<file path="config.mk">
export PLATFORM = sky130hd
export DESIGN_NAME = mult_error_monitor
export DESIGN_NICKNAME = d
export VERILOG_FILES = /design/src/rtl/mult_error_monitor.sv
export SDC_FILE = /design/constraint.sdc
export NUM_CORES = 1
export LEC_CHECK = 0
export CORE_UTILIZATION = 45
export CTS_CLUSTER_SIZE = 14
export DETAILED_ROUTE_END_ITERATION = 10
export PLACE_DENSITY_LB_ADDON = 0.2
export SYNTH_ARGS = -nofsm -noshare
export SYNTH_HDL_FRONTEND = slang
export SYNTH_SLANG_ARGS = --single-unit
</file>
<file path="constraint.sdc">
create_clock -name clk -period 5.5 [get_ports clk]
set_clock_uncertainty 0.1 [all_clocks]
set_input_delay 0.825 -clock clk [delete_from_list [all_inputs] [get_ports clk]]
set_output_delay 0.825 -clock clk [all_outputs]
set_load 0.05 [all_outputs]
</file>
<file path="src/rtl/mult_error_monitor.sv">
// ---------------------------------------------------------------------------
// mult_error_monitor
//
// Error-metric accumulator placed downstream of an 8x8 approximate
// multiplier. Each accepted sample carries the operands and the approximate
// product; the block recomputes the exact product and accumulates error
// statistics over a window of N_SAMPLES samples. Software derives ER, MED,
// MNED and mean signed error from the final accumulator values.
//
// Parameters
//   N_SAMPLES  samples per window (1 .. 16383)
//   CW         sample / error counter width, 2**CW > N_SAMPLES
//
// Ports
//   clk         single clock, rising edge
//   rst_n       synchronous active-low reset
//   start       one-cycle pulse: clear accumulators and open a window
//               (honoured in IDLE and DONE only)
//   in_valid    a, b, p_apprx valid this cycle
//   in_ready    block accepts a sample this cycle
//   a, b        unsigned multiplier operands
//   p_apprx     unsigned approximate product of a*b
//   busy        window in progress (RUN or DRAIN)
//   done        window complete, accumulators final and stable
//   sample_cnt  samples fully accumulated
//   err_cnt     samples whose approximate product differs from the exact one
//   sum_ed_abs  sum of |exact - apprx|
//   sum_ed      signed sum of (exact - apprx), two's complement
//   max_ed      largest |exact - apprx| seen in the window
// ---------------------------------------------------------------------------
module mult_error_monitor #(
  parameter int N_SAMPLES = 10000,
  parameter int CW        = 14
) (
  input  logic              clk,
  input  logic              rst_n,
  input  logic              start,
  input  logic              in_valid,
  output logic              in_ready,
  input  logic [7:0]        a,
  input  logic [7:0]        b,
  input  logic [15:0]       p_apprx,
  output logic              busy,
  output logic              done,
  output logic [CW-1:0]     sample_cnt,
  output logic [CW-1:0]     err_cnt,
  output logic [16+CW-1:0]  sum_ed_abs,
  output logic [17+CW-1:0]  sum_ed,
  output logic [15:0]       max_ed
);

  typedef enum logic [1:0] {
    S_IDLE,
    S_RUN,
    S_DRAIN,
    S_DONE
  } state_e;

  localparam logic [CW-1:0] N_CW     = CW'(N_SAMPLES);
  localparam logic [CW-1:0] LAST_IDX = CW'(N_SAMPLES - 1);

  state_e          state_q;
  state_e          state_d;
  logic [CW-1:0]   acc_cnt_q;     // samples accepted in this window
  logic            accept;
  logic            clear;

  // S1 pipeline registers
  logic            s1_valid_q;
  logic [15:0]     s1_exact_q;
  logic [15:0]     s1_apprx_q;

  // S2 combinational error terms
  logic signed [16:0] diff;
  logic [15:0]        diff_abs;
  logic [17+CW-1:0]   diff_ext;

  // -------------------------------------------------------------------------
  // Handshake and control decode
  // -------------------------------------------------------------------------
  assign in_ready = (state_q == S_RUN) && (acc_cnt_q < N_CW);
  assign accept   = in_valid && in_ready;

  // start only has an effect while no window is in flight; in RUN and
  // DRAIN it is ignored so a stray pulse cannot corrupt a measurement.
  assign clear    = start && ((state_q == S_IDLE) || (state_q == S_DONE));

  assign busy     = (state_q == S_RUN) || (state_q == S_DRAIN);
  assign done     = (state_q == S_DONE);

  // -------------------------------------------------------------------------
  // FSM: state register
  // -------------------------------------------------------------------------
  // NOTE: sequential state is written with non-blocking assignments only, so
  // every flop samples the pre-edge values of the others regardless of
  // process ordering.
  always_ff @(posedge clk) begin
    if (!rst_n) begin
      state_q <= S_IDLE;
    end else begin
      state_q <= state_d;
    end
  end

  // -------------------------------------------------------------------------
  // FSM: next-state logic
  // -------------------------------------------------------------------------
  // NOTE: state_d gets its default before the case so every path assigns it
  // and no latch is inferred.
  always_comb begin
    state_d = state_q;
    unique case (state_q)
      S_IDLE: begin
        if (start) state_d = S_RUN;
      end
      S_RUN: begin
        if (accept && (acc_cnt_q == LAST_IDX)) state_d = S_DRAIN;
      end
      S_DRAIN: begin
        // The last sample sits in S1 on the first DRAIN cycle and is folded
        // into the accumulators on the following edge; once S1 is empty the
        // accumulators are final.
        if (!s1_valid_q) state_d = S_DONE;
      end
      S_DONE: begin
        if (start) state_d = S_RUN;
      end
      default: state_d = S_IDLE;
    endcase
  end

  // -------------------------------------------------------------------------
  // Accepted-sample counter (drives in_ready and the RUN -> DRAIN exit)
  // -------------------------------------------------------------------------
  always_ff @(posedge clk) begin
    if (!rst_n) begin
      acc_cnt_q <= '0;
    end else if (clear) begin
      acc_cnt_q <= '0;
    end else if (accept) begin
      acc_cnt_q <= acc_cnt_q + 1'b1;
    end
  end

  // -------------------------------------------------------------------------
  // Stage S1: capture exact and approximate products
  // -------------------------------------------------------------------------
  always_ff @(posedge clk) begin
    if (!rst_n) begin
      s1_valid_q <= 1'b0;
    end else begin
      s1_valid_q <= accept;
    end
  end

  // NOTE: the S1 data registers carry no reset; they are only consumed while
  // s1_valid_q is set, and that bit is reset.
  always_ff @(posedge clk) begin
    if (accept) begin
      s1_exact_q <= 16'(a) * 16'(b);
      s1_apprx_q <= p_apprx;
    end
  end

  // -------------------------------------------------------------------------
  // Stage S2: error terms
  // -------------------------------------------------------------------------
  // Both products are zero-extended to 17 bits so the difference covers the
  // full range -65535 .. +65535 and its magnitude always fits in 16 bits.
  always_comb begin
    diff     = $signed({1'b0, s1_exact_q}) - $signed({1'b0, s1_apprx_q});
    diff_abs = diff[16] ? 16'(-diff) : diff[15:0];
    diff_ext = {{CW{diff[16]}}, diff};
  end

  // -------------------------------------------------------------------------
  // Stage S2: accumulators
  // -------------------------------------------------------------------------
  // Widths are chosen so that N_SAMPLES worst-case terms cannot wrap:
  // CW bits of count times a 16-bit magnitude, plus a sign bit for sum_ed.
  always_ff @(posedge clk) begin
    if (!rst_n || clear) begin
      sample_cnt <= '0;
      err_cnt    <= '0;
      sum_ed_abs <= '0;
      sum_ed     <= '0;
      max_ed     <= '0;
    end else if (s1_valid_q) begin
      sample_cnt <= sample_cnt + 1'b1;
      err_cnt    <= err_cnt + CW'(diff != 17'sd0);
      sum_ed_abs <= sum_ed_abs + (16+CW)'(diff_abs);
      sum_ed     <= sum_ed + diff_ext;
      if (diff_abs > max_ed) begin
        max_ed <= diff_abs;
      end
    end
  end

endmodule

</file>
==> After elaboration in Yosys (flattened, before gate mapping) <==
Index checks and enable logic that the tools add are counted.
{ "word_totals": {"ff_bits": 154, "latchBits": 0, "ramBits": 0, "mem_bits_ro": 0, "out_inout_bits": 108, "n_memories": 0} }
{ "classes": {"n_addsub": 7, "multipliers": 1, "div_mod_pow": 0, "n_lt_le_gt_ge": 2, "n_eq_ne": 7, "shift": 0, "muxes": 5, "bitwise_logic": 1, "reduce_logical": 14} }
{ "op_table": {"columns": ["cell", "n"], "rows": [
  ["31-bit adder", 1],
  ["30-bit by 16-bit adder with 30-bit output", 1],
  ["14-bit by 1-bit adder with 14-bit output, second input constant", 2],
  ["17-bit nonzero test", 1],
  ["16-bit by 16-bit subtractor with 17-bit output", 1],
  ["16-bit greater-than comparator", 1],
  ["8-bit by 8-bit multiplier with 16-bit output", 1],
  ["16-bit two-way mux", 1],
  ["16-bit negator", 1],
  ["14-bit by 1-bit adder with 14-bit output", 1],
  ["14-bit == test, second input constant", 1],
  ["14-bit less-than comparator, second input constant", 1],
  ["2-bit two-way mux", 3],
  ["2-bit one-hot mux with 3 select lines", 1],
  ["2-bit == test, second input constant", 2],
  ["1-bit logical AND", 4],
  ["2-bit by 1-bit != test with 1-bit output, second input constant", 2],
  ["2-bit OR reduction", 2],
  ["1-bit logical OR", 3],
  ["3-bit AND reduction", 1],
  ["2-bit by 1-bit == test with 1-bit output, second input constant", 1],
  ["2-bit logical NOT", 1],
  ["2-bit != test, second input constant", 1],
  ["2-bit AND reduction", 1],
  ["2 further kinds", 2]
]} }

==> Logic depth before layout (Yosys ltp) <==
{ "logic_depth": {"word_depth": 6, "ltp_mapped": 25, "ltp_nobuf": 22} }

==> Worst setup path before layout <==
OpenSTA, ideal clock, no wires.
{ "synth_timing": {"kind": "input-to-reg", "from": "input a[1]", "to": "register s1_exact_q[13] (data pin)", "t_arrival_ps": 4631, "required_time_ps": 5142, "path_slack_ps": 511, "cell_stages": 17, "cell_sequence": "and2_1 -> fa_1 -> fa_1 -> inv_1 -> fa_1 -> fa_1 -> inv_1 -> ha_1 -> o21ai_0 -> a21boi_0 -> o21ai_0 -> a21boi_0 -> o21ai_0 -> a21boi_0 -> o21ai_0 -> nor2b_1 -> xnor2_1"} }
{ "synth_via": {"elab_chain_len": 1} }
{ "synth_rtl": {"columns": ["element", "line", "source"], "rows": [
  ["start, declared", "40", "input logic [7:0] a,"],
  ["8-bit by 8-bit multiplier with 16-bit output", "160", "s1_exact_q <= 16'(a) * 16'(b);"],
  ["end signal, assigned", "160", null],
  ["end, declared", "70", "logic [15:0] s1_exact_q;"]
]} }
No other way between the ends.
A chain may end at the register's enable or synchronous reset.

==> Worst setup path after layout <==
{ "layout_timing": {"from": "register s1_exact_q[0]", "to": "register sum_ed_abs[28]"} }
{ "layout_via": {"elab_chain_len": 4} }
{ "layout_rtl": {"columns": ["element", "line", "source"], "rows": [
  ["16-bit by 16-bit subtractor with 17-bit output (*)", "171", "diff = $signed({1'b0, s1_exact_q}) - $signed({1'b0, s1_apprx_q});"],
  ["16-bit negator", "172", "diff_abs = diff[16] ? 16'(-diff) : diff[15:0];"],
  ["16-bit two-way mux (*)", "172", null],
  ["named net diff_abs[2]", "75", "logic [15:0] diff_abs;"],
  ["30-bit by 16-bit adder with 30-bit output (*)", "191", "sum_ed_abs <= sum_ed_abs + (16+CW)'(diff_abs);"],
  ["end signal, assigned", "191", null],
  ["end, declared", "47", "output logic [16+CW-1:0] sum_ed_abs,"]
]} }
The timed path passes the listed nets; every way through them passes the cells marked *.

==> reports/results.txt <==
die width -> 161.3 um
post-route ant nets -> 0
R2R depth -> 23
register area share after synthesis -> 0.2979
Hold Path End -> max_ed[9]$_SDFFE_PP0P_
Max Root-Sink Buffers -> 2
critical path, cell by cell -> inv_1 > ha_1 > fa_1 > nor2b_1 > o21a_1 > o21a_1 > o211ai_1 > nand3_1 > a41o_2 > nor2_1 > xnor2_1 > ha_1 > a21o_1 > a21oi_1 > o21bai_1 > a21oi_1 > o21bai_1 > a31o_2 > a211oi_2 > o31a_1 > buf_12 > or3_1 > a21oi_1
vias in the first global route -> 9253
Adder-Cell Fraction of Synth Area -> 0.2049
die extent in y -> 161.3 um
post-synthesis area per instance -> 8.694 sq um
Switching Share -> 0.4417
reg-to-reg slack, setup -> 260 ps
PwrDens -> 436.5 nW/um^2
syn nets -> 1512
fmax -> 0.1910 GHz
htree depth -> 4
top cell family by delay on the critical path -> compound AO/OA/AOI/OAI gates
Post-Syn Area -> 11420 sq um
top sig layer -> met5
crit start category -> flip-flop
worst setup path category -> reg -> reg
number of DRC markers in iteration 0 -> 546
Final Setup Violations -> 0
Period minus WS final -> 5237 ps
combinational share of power -> 0.589
Yosys reg bits -> 154
Synth Flop Type -> dfxtp_1
total CTS buffers -> 17
Seq pwr share -> 0.221
largest area contributor in the netlist -> dfxtp_1
GRT Total Usage -> 0.2099
Gate Count Post-Synth -> 1314
Filler cells -> 2266
Met1 Wirelength -> 12360 um
CP peak stage delay -> 350 ps
largest net degree at the start of global routing -> 55
Hold Startpoint -> max_ed[9]$_SDFFE_PP0P_
Arr. time, crit path -> 5430 ps
Worst Hold Class -> reg -> reg
Area after DPL -> 13490 sq um
post-synthesis compound-gate area fraction -> 0.1601
Synth Area in XOR/XNOR -> 0.07579
worst hold path depth -> 2
total clock sinks -> 154
outcome -> completed
crit path max-delay cell type -> edfxtp_1
largest family of logic cells by synthesized area -> adder cells
Synth area leaders -> dfxtp_1 (21%), ha_1 (13%), edfxtp_1 (8.4%)
final hold vios -> 0
Synth Warn # -> 0
VDD IR max -> 0.0002502 V
n_diodes -> 0
Synth cell types -> 72
Worst Path Buf+Inv -> 2
setup tns final -> 0 ps
Static Leak -> 5.937 nW
worst-path fanout max -> 14
Commonest cells post-synth -> nor2_1 (139), ha_1 (123), dfxtp_1 (122), inv_1 (113), nand2_1 (95)
Via density -> 5.305
max_cap viols -> 0
met3 WL -> 845 um
Post-Route WL -> 27030 um
Slew @ Worst Pin -> 848.7 ps
endpoint class of the critical path -> flip-flop
gr ovfl total -> 0
Final Max Tran Viols -> 0
clk_lat worst skew -> 440 ps
Synth Area in Simple Gates -> 0.1859
DIE AREA -> 26030 sq um
CTS Root Cell -> clkbuf_16
worst reg2reg path endpoint -> sum_ed_abs[28]$_SDFFE_PP0P_
First-pass DRT Iterations -> 6
Design Area, Final -> 14150 sq um
most frequent cell on the critical path -> a21oi_1
EDFF count, synth -> 32
post-synth top area share -> 0.2138
routability cong. -> 0.8733
row count -> 57
routed vias -> 9687
period utilization -> 0.9521
Avg WL per Cell -> 14.81 um
worst reg2reg startpoint -> s1_exact_q[0]$_DFFE_PP_
worst endpoint required time -> 5690 ps
Pint -> 3.448 mW
relative slew slack -> 0.4301
DR WL met2 -> 13100 um
CTS tree -> done
Area Overhead vs Synth -> 23.84%
Initial Util -> 0.4643
count leader, synth -> nor2_1
clock network fraction of total power -> 0.190
CP startpoint -> s1_exact_q[0]$_DFFE_PP_
initial antenna violation count -> 1
Final #Nets -> 1687
number of port buffers -> 143
Clock transition at path regs -> 70 ps
first-pass GRT wire length -> 44230 um
Sw Pwr -> 2.727 mW
Post-synth ARST share -> 0
core area -> 24600 sq um
io pins -> 144
layout cells sized above 1 -> 0.06924
detailed placement HPWL -> 20970 um
DR DRC count -> 0
mux cell area share after synthesis -> 0.02629
## power by group through the flow
stage | clock network (mW) | registers (mW) | logic (mW)
6_report | 1.17 | 1.36 | 3.64
5_1_grt | 1.24 | 1.38 | 4.05
4_1_cts | 1.20 | 1.36 | 3.58
3_5_place_dp | 0 | 1.39 | 3.55
3_3_place_gp | 0 | 1.39 | 3.50
2_1_floorplan | 0 | 1.52 | 2.49
## per-stage QoR
stage | util | setup WS [ps] | power [mW] | hold WS [ps] | instances
5_1_grt | 0.5750 | -28.24 | 6.667 | 417.8 | 1826
4_1_cts | 0.5718 | 101.4 | 6.140 | 392.2 | 1824
6_report | 0.5750 | 263.4 | 6.175 | 387.9 | 1826
2_1_floorplan | - | 511.3 | 4.006 | 362.4 | 1314
3_3_place_gp | 0.5483 | -200.3 | 4.887 | 366.0 | 1792
3_5_place_dp | 0.5483 | -234.4 | 4.941 | 382.1 | 1792
## worst max path at each step
stage                                  end  cells after the start  slack (ps)
2_1_floorplan     s1_exact_q[13]$_DFFE_PP_                     17         510
3_3_place_gp      s1_exact_q[13]$_DFFE_PP_                     18        -200
3_5_place_dp      s1_exact_q[13]$_DFFE_PP_                     18        -230
4_1_cts        sum_ed_abs[28]$_SDFFE_PP0P_                     22         100
5_1_grt            sum_ed[30]$_SDFFE_PP0P_                     21         -30
6_report       sum_ed_abs[28]$_SDFFE_PP0P_                     23         260
## cell families (layout without fill, tap and decap cells)
logic type	count (synthesis)	in the layout
muxes	30	30
xor gates and xnor gates	98	98
buffers and inverters	149	337
AOI/OAI and AO/OA	282	282
adders and majority gates	164	164
and+or+nand+nor	437	437
DFF	154	154
## worst register-to-register path: stages (launching register included)
cell	delay [ps]
edfxtp_1	350
inv_1	60
ha_1	220
fa_1	270
nor2b_1	80
o21a_1	190
o21a_1	230
o211ai_1	320
nand3_1	160
a41o_2	350
nor2_1	130
xnor2_1	210
ha_1	340
a21o_1	210
a21oi_1	230
o21bai_1	100
a21oi_1	280
o21bai_1	130
a31o_2	290
a211oi_2	340
o31a_1	240
buf_12	130
or3_1	100
a21oi_1	60
## placed cells by master, fill, tap and decap left out, types with 30 or more instances in the layout
master           count
a21o_1              30
a21oi_1             89
and2_1              44
buf_4               46
clkdlybuf4s50_1    143
dfxtp_1            121
edfxtp_1            32
fa_1                39
ha_1               122
inv_1              113
mux2i_1             30
nand2_1             94
nand3_1             33
nor2_1             139
o21ai_0             47
xnor2_1             57
xor2_1              37
## per-layer routing
metal / vias to the layer above / GRT usage
li1: 4936 / -
met1: 4540 / 0.2593
met2: 162 / 0.3703
met3: 47 / 0.02825
met4: 2 / 0.07890
met5: - / 0
## state kept, by name (all words and copies together), names as in the netlist
signal and count:
sum_ed_abs 30, acc_cnt_q 14, sample_cnt 14, sum_ed 31, state_q 2, s1_exact_q 16, max_ed 16, err_cnt 14
s1_apprx_q 16, s1_valid_q 1
## final cells by class
class,count,area [sq um],share of cell area
inverter,115,431.7,0.03051
multi-input combinational,1011,7531,0.5323
tap,324,405.4,0.02865
timing repair buffer,190,1797,0.1270
sequential,154,3405,0.2406
clock inverter,8,82.58,0.005837
clock buffer,24,495.5,0.03502
## timing repair
action                     CTS  global route
resized for setup            0            12
buffers inserted             0             2
setup endpoints to repair    0            32
hold buffers                 0             0
Note: power is estimated with default switching activity, not from simulation.
